===== config.mk =====
export PLATFORM = sky130hd
export DESIGN_NAME = load_pulse_rx
export DESIGN_NICKNAME = d
export VERILOG_FILES = /design/src/rtl/load_pulse_rx_pkg.sv /design/src/rtl/tick_edge_sync.sv /design/src/rtl/load_pulse_rx.sv
export SDC_FILE = /design/constraint.sdc
export NUM_CORES = 1
export LEC_CHECK = 0
export ABC_AREA = 1
export CORE_MARGIN = 5
export CORE_UTILIZATION = 42
export DETAILED_ROUTE_END_ITERATION = 6
export GPL_ROUTABILITY_DRIVEN = 0
export GPL_TIMING_DRIVEN = 0
export PLACE_DENSITY = 0.73
export REMOVE_ABC_BUFFERS = 1
export SYNTH_ARGS = -nofsm -noshare
export SYNTH_HDL_FRONTEND = slang
export SYNTH_SLANG_ARGS = --single-unit
export TNS_END_PERCENT = 5

===== constraint.sdc =====
create_clock -name clk -period 1.8 [get_ports clk]
set_clock_uncertainty 0.2 [all_clocks]
set_input_delay 0.45 -clock clk [delete_from_list [all_inputs] [get_ports clk]]
set_output_delay 0.45 -clock clk [all_outputs]
set_load 0.01 [all_outputs]

===== src/rtl/load_pulse_rx_pkg.sv =====
// load_pulse_rx_pkg: shared constants for the Load strobe receiver.
// State encoding, default timing parameters and counter widths.
package load_pulse_rx_pkg;

    localparam int CNT_W       = 10;
    localparam int PEND_W      = 3;
    localparam int HOLD_MS_DEF = 120;
    localparam int GAP_MS_DEF  = 30;
    localparam int QMAX_DEF    = 3;

    typedef enum logic [1:0] {
        ST_IDLE = 2'd0,
        ST_HOLD = 2'd1,
        ST_GAP  = 2'd2
    } state_t;

    // Terminal count for an N-tick phase; a zero-length phase is never
    // entered, so its terminal value is irrelevant.
    function automatic logic [CNT_W-1:0] last_count(input int ms);
        return (ms > 0) ? CNT_W'(ms - 1) : '0;
    endfunction

endpackage


===== src/rtl/tick_edge_sync.sv =====
// tick_edge_sync: two-flop synchroniser plus rising-edge detector.
// Ports: clk, rst_n, tick_level (async level in), tick_pulse (1-clk pulse).
module tick_edge_sync (
    input  logic clk,
    input  logic rst_n,
    input  logic tick_level,
    output logic tick_pulse
);

    logic sync1;
    logic sync2;
    logic old;

    always_ff @(posedge clk or negedge rst_n) begin
        if (!rst_n) begin
            sync1 <= 1'b0;
            sync2 <= 1'b0;
            old   <= 1'b0;
        end else begin
            sync1 <= tick_level;
            sync2 <= sync1;
            old   <= sync2;
        end
    end

    assign tick_pulse = sync2 & ~old;

endmodule


===== src/rtl/load_pulse_rx.sv =====
// load_pulse_rx: turns Load strobes into timed flap commands with a
// cool-down gap and a saturating queue of pending presses.
// Ports: clk, rst_n, tick_1ms (1 ms level), load_in (strobe) ->
//   flap_out, busy, pending[2:0], flap_start, drop_pulse (all registered).
// Build option: define LOAD_RX_RETRIGGER_EN so a strobe during HOLD
//   restarts the flap timer instead of queuing.
module load_pulse_rx
    import load_pulse_rx_pkg::*;
#(
    parameter int HOLD_MS = HOLD_MS_DEF,
    parameter int GAP_MS  = GAP_MS_DEF,
    parameter int QMAX    = QMAX_DEF
) (
    input  logic              clk,
    input  logic              rst_n,
    input  logic              tick_1ms,
    input  logic              load_in,
    output logic              flap_out,
    output logic              busy,
    output logic [PEND_W-1:0] pending,
    output logic              flap_start,
    output logic              drop_pulse
);

    localparam logic [CNT_W-1:0]  HOLD_LAST = last_count(HOLD_MS);
    localparam logic [CNT_W-1:0]  GAP_LAST  = last_count(GAP_MS);
    localparam logic [PEND_W-1:0] PEND_MAX  = PEND_W'(QMAX);
    // With no cool-down the flap returns straight to IDLE.
    localparam state_t HOLD_EXIT = (GAP_MS == 0) ? ST_IDLE : ST_GAP;

    logic ms_tick;

    tick_edge_sync u_tick (
        .clk        (clk),
        .rst_n      (rst_n),
        .tick_level (tick_1ms),
        .tick_pulse (ms_tick)
    );

    state_t            state_q;
    state_t            state_d;
    logic [CNT_W-1:0]  cnt_q;
    logic [CNT_W-1:0]  cnt_d;
    logic [PEND_W-1:0] pend_q;
    logic [PEND_W-1:0] pend_d;
    logic              start_d;
    logic              drop_d;
    logic              q_room;

    assign q_room = (pend_q < PEND_MAX);

    always_comb begin
        state_d = state_q;
        cnt_d   = cnt_q;
        pend_d  = pend_q;
        start_d = 1'b0;
        drop_d  = 1'b0;
        case (state_q)
            ST_IDLE: begin
                if (load_in || (pend_q != '0)) begin
                    state_d = ST_HOLD;
                    cnt_d   = '0;
                    start_d = 1'b1;
                    // A fresh strobe is served directly; otherwise
                    // the oldest queued press is consumed.
                    if (!load_in) begin
                        pend_d = pend_q - 1'b1;
                    end
                end
            end
            ST_HOLD: begin
                if (ms_tick) begin
                    if (cnt_q == HOLD_LAST) begin
                        cnt_d   = '0;
                        state_d = HOLD_EXIT;
                    end else begin
                        cnt_d = cnt_q + 1'b1;
                    end
                end
`ifdef LOAD_RX_RETRIGGER_EN
                // Re-press extends the flap; overrides a coincident end.
                if (load_in) begin
                    state_d = ST_HOLD;
                    cnt_d   = '0;
                end
`else
                if (load_in) begin
                    if (q_room) begin
                        pend_d = pend_q + 1'b1;
                    end else begin
                        drop_d = 1'b1;
                    end
                end
`endif
            end
            ST_GAP: begin
                if (ms_tick) begin
                    if (cnt_q == GAP_LAST) begin
                        cnt_d   = '0;
                        state_d = ST_IDLE;
                    end else begin
                        cnt_d = cnt_q + 1'b1;
                    end
                end
                if (load_in) begin
                    if (q_room) begin
                        pend_d = pend_q + 1'b1;
                    end else begin
                        drop_d = 1'b1;
                    end
                end
            end
            default: begin
                state_d = ST_IDLE;
                cnt_d   = '0;
            end
        endcase
    end

    always_ff @(posedge clk or negedge rst_n) begin
        if (!rst_n) begin
            state_q    <= ST_IDLE;
            cnt_q      <= '0;
            pend_q     <= '0;
            flap_out   <= 1'b0;
            busy       <= 1'b0;
            flap_start <= 1'b0;
            drop_pulse <= 1'b0;
        end else begin
            state_q    <= state_d;
            cnt_q      <= cnt_d;
            pend_q     <= pend_d;
            flap_out   <= (state_d == ST_HOLD);
            busy       <= (state_d != ST_IDLE);
            flap_start <= start_d;
            drop_pulse <= drop_d;
        end
    end

    assign pending = pend_q;

endmodule


==> summary.md <==
| Metric | Value |
|---|---|
| Final Critical Period | approximately 1.7 ns |
| DRC viols | 0 |
| F_max | 575 MHz |
| Top-count cell post-synth | nand2_1 |
| Routed WL per cell | between 10 and 15 um |
| CTS Sinks | 22 |
| Critical Path RT | between 1.5 and 2 ns |
| # hold bufs at CTS | 0 |
| Clk buf depth | 2 |
| Async SR Flop Fraction | between 90% and 100% |
| GRT overflow | 0 |
| Hold depth | 0 |
| Commonest cells post-synth | 46 x nand2_1, 29 x inv_1, 22 x dfrtp_1, 14 x nor2_1, 13 x nand3_1 |
| CTS tree | done |
| Syn Inst Count | about 170 |
| Critical Path Source Type | flip-flop |
| HP Class | flip-flop to flip-flop |
| Synthesis warning total | 0 |
| Crit-path slowest cell | dfrtp_1 |
| Register area share after synthesis | 41.4% |
| Layout cells sized above 1 | between 20% and 30% |
| Layout fillers | slightly below 300 |
| Final wirelength | between 2 and 3 mm |
| Setup-failing EPs final | 0 |
| I/O pin cnt | 11 |
| Crit Path Category | flip-flop to flip-flop |
| Max transition margin | 36.1% |
| Starting density of the core | approximately 44% |
| R2R cell count | 5 |
| Chip height | 66.3 um |
| Max Slew Vio Count | 0 |
| WP data arrival | ~1.8 ns |
| Antenna violations before repair | 0 |
| H-tree levels | 1 |
| Top post-synthesis cells by area | dfrtp_1 41%, nand2_1 13%, inv_1 8.2% |
| Buffers on Ports | 10 |
| Largest net degree at the start of global routing | 23 |
| DRT antenna net count | 0 |
| Pre-antenna DRT Iters | 4 |
| Nets | 209 |
| Critical path's largest stage delay | about 0.42 ns |
| DRT iter0 DRCs | 99 |
| Crit path max fanout | 6 |
| Die W | around 66 um |
| Row cnt | 20 |
| Yosys top cell area share | between 40% and 50% |
| Die area | roughly 0.0044 mm2 |
| Vias per cell | 4.79 |
| Mapped cell area | 0.00133 mm2 |
| Worst-path clk slew | between 0.1 and 0.15 ns |
| Final Cycle Share | a little over nine tenths |
| Flops & latches, synth | 22 |
| Mapped Avg Cell Area | between 7 and 8 um2 |
| PwrDens | 993 mW/mm2 |
| Unrepaired setup endpoints after global routing | true |
| Area Growth Syn to Fin | 25.2% |
| Post-synth EDFFs | 0 |
| CP endpoint kind | flip-flop |
| Status | complete, no violations |
| Leak | 0.000855 uW |
| Maximum Capacitance Violations | 0 |
| Main flop type after synthesis | dfrtp_1 |
| Root Buffer | clkbuf_4 |
| CTS Buf Count | 3 |
| Final Hold Fails | 0 |
| Final total power | around 1700 uW |
| # diodes | 0 |
| Fin util | a little over half |
| Library cells used by synthesis | 26 |
| DP Wirelength | approximately 1.9 mm |
| Synth area leader | dfrtp_1 |
| GRT Resource Usage Total | roughly 13% |
| First-pass GRT wire length | between 4 and 5 mm |
| Setup TNS | 0 ns |
| CORE AREA | 0.00305 mm2 |
| Insertion delay to the later sink of the worst-skew pair | roughly 0.31 ns |
| Max VDD drop | between 600 and 700 uV |
| Worst Max-Slew Pin Slew | ~0.96 ns |
| Vias in the first global route | between 1000 and 1500 |
| CP Cell Sequence | inv_2 -> ha_4 -> fa_1 -> nand3b_1 -> nand2_1 |
| Via count | 1154 |
==> placed cells by master (no fill, tap or decap), drive strengths merged <==
master and count:
nor2 22, nand2 49, ha 6, clkdlybuf4s50 3
nor3 2, fa 1, dfrtp 22, a21oi 5
nand3b 1, nand3 14, o22ai 1, a211oi 1
buf 12, clkbuf 3, nand4 7, xnor2 2
o21ai 4, o21bai 1, bufinv 1, inv 30
dlygate4sd2 7, xor2 3
==> final cells by class <==
cell class	instances	area [um2]	share of cell area, %
multi-input cells	119	714	42.9
flip-flops and latches	22	551	33.0
repair buffers	22	181	10.9
inverters	30	113	6.76
well taps	44	55.1	3.30
clock inverters	1	30.0	1.80
clock buffers	3	22.5	1.35
==> stage by stage <==
step / cells / hold slack (ns) / worst slack, ns / instance area (um2)
after CTS: 232 / 0.176 / -0.103 / 1550
after global routing: 241 / 0.180 / -0.0175 / 1670
after detailed placement: 225 / 0.147 / -0.301 / 1480
final: 241 / 0.171 / 0.0604 / 1670
after global placement: 225 / 0.144 / -0.275 / 1480
after floorplan: 171 / -0.0456 / -0.0252 / 1330
==> logic make-up (layout without fill, tap and decap cells) <==
| family | Yosys count | after routing | synth area share (%) |
|---|---|---|---|
| and+or+nand+nor | 95 | 95 | 33.2 |
| xor gates and xnor gates | 5 | 5 | 3.29 |
| DFF | 22 | 22 | 41.4 |
| AOI/OAI and AO/OA | 12 | 12 | 6.20 |
| adders and majority gates | 7 | 7 | 7.14 |
| buffers and inverters | 31 | 56 | 8.83 |
==> path summary, 6_finish.rpt <==
check                                         end              startpoint  slack [ns]
max in group asynchronous    cnt_q[8]$_DFFE_PN0P_                   rst_n        0.37
max reg2reg                pending[1]$_DFFE_PN0P_    state_q[0]$_DFF_PN0_        0.06
min reg2reg                u_tick.sync2$_DFF_PN0_  u_tick.sync1$_DFF_PN0_        0.17
min in group asynchronous          busy$_DFF_PN0_                   rst_n        0.45
min                        u_tick.sync2$_DFF_PN0_  u_tick.sync1$_DFF_PN0_        0.17
max                        pending[1]$_DFFE_PN0P_    state_q[0]$_DFF_PN0_        0.06
==> power by group <==
part           internal [uW]  switching [uW]  leakage, uW
Clock                    225             158    0.0000279
Combinational            267             341     0.000566
Sequential               584            80.6     0.000261
==> repair_timing <==
action | CTS | global route
buffers inserted | 3 | 9
endpoints found under the setup margin | 16 | 12
gates resized for setup | 9 | 13
pin swaps | 1 | 7
==> sequential cells by signal, indices dropped and copies added (netlist names) <==
| name | cells |
|---|---|
| busy | 1 |
| cnt_q | 10 |
| drop_pulse | 1 |
| flap_out | 1 |
| flap_start | 1 |
| pending | 3 |
| state_q | 2 |
| u_tick.old | 1 |
| u_tick.sync1 | 1 |
| u_tick.sync2 | 1 |
==> metal layers <==
metal,GRT usage [%],wire (um),part of all wire (%)
met1,16.5,1220,44
met2,23.5,1370,49
met3,3.91,117,4.2
met4,1.78,68,2.5
met5,0,0,0
==> worst max-delay path, delay by kind of cell, from the launching register on <==
kind	cells	cell delay, ns
buf+inv	1	0.08
flops	1	0.42
simple gates	2	0.27
fa+ha+maj	2	0.73
No activity file was read; power rests on OpenSTA's default activity.
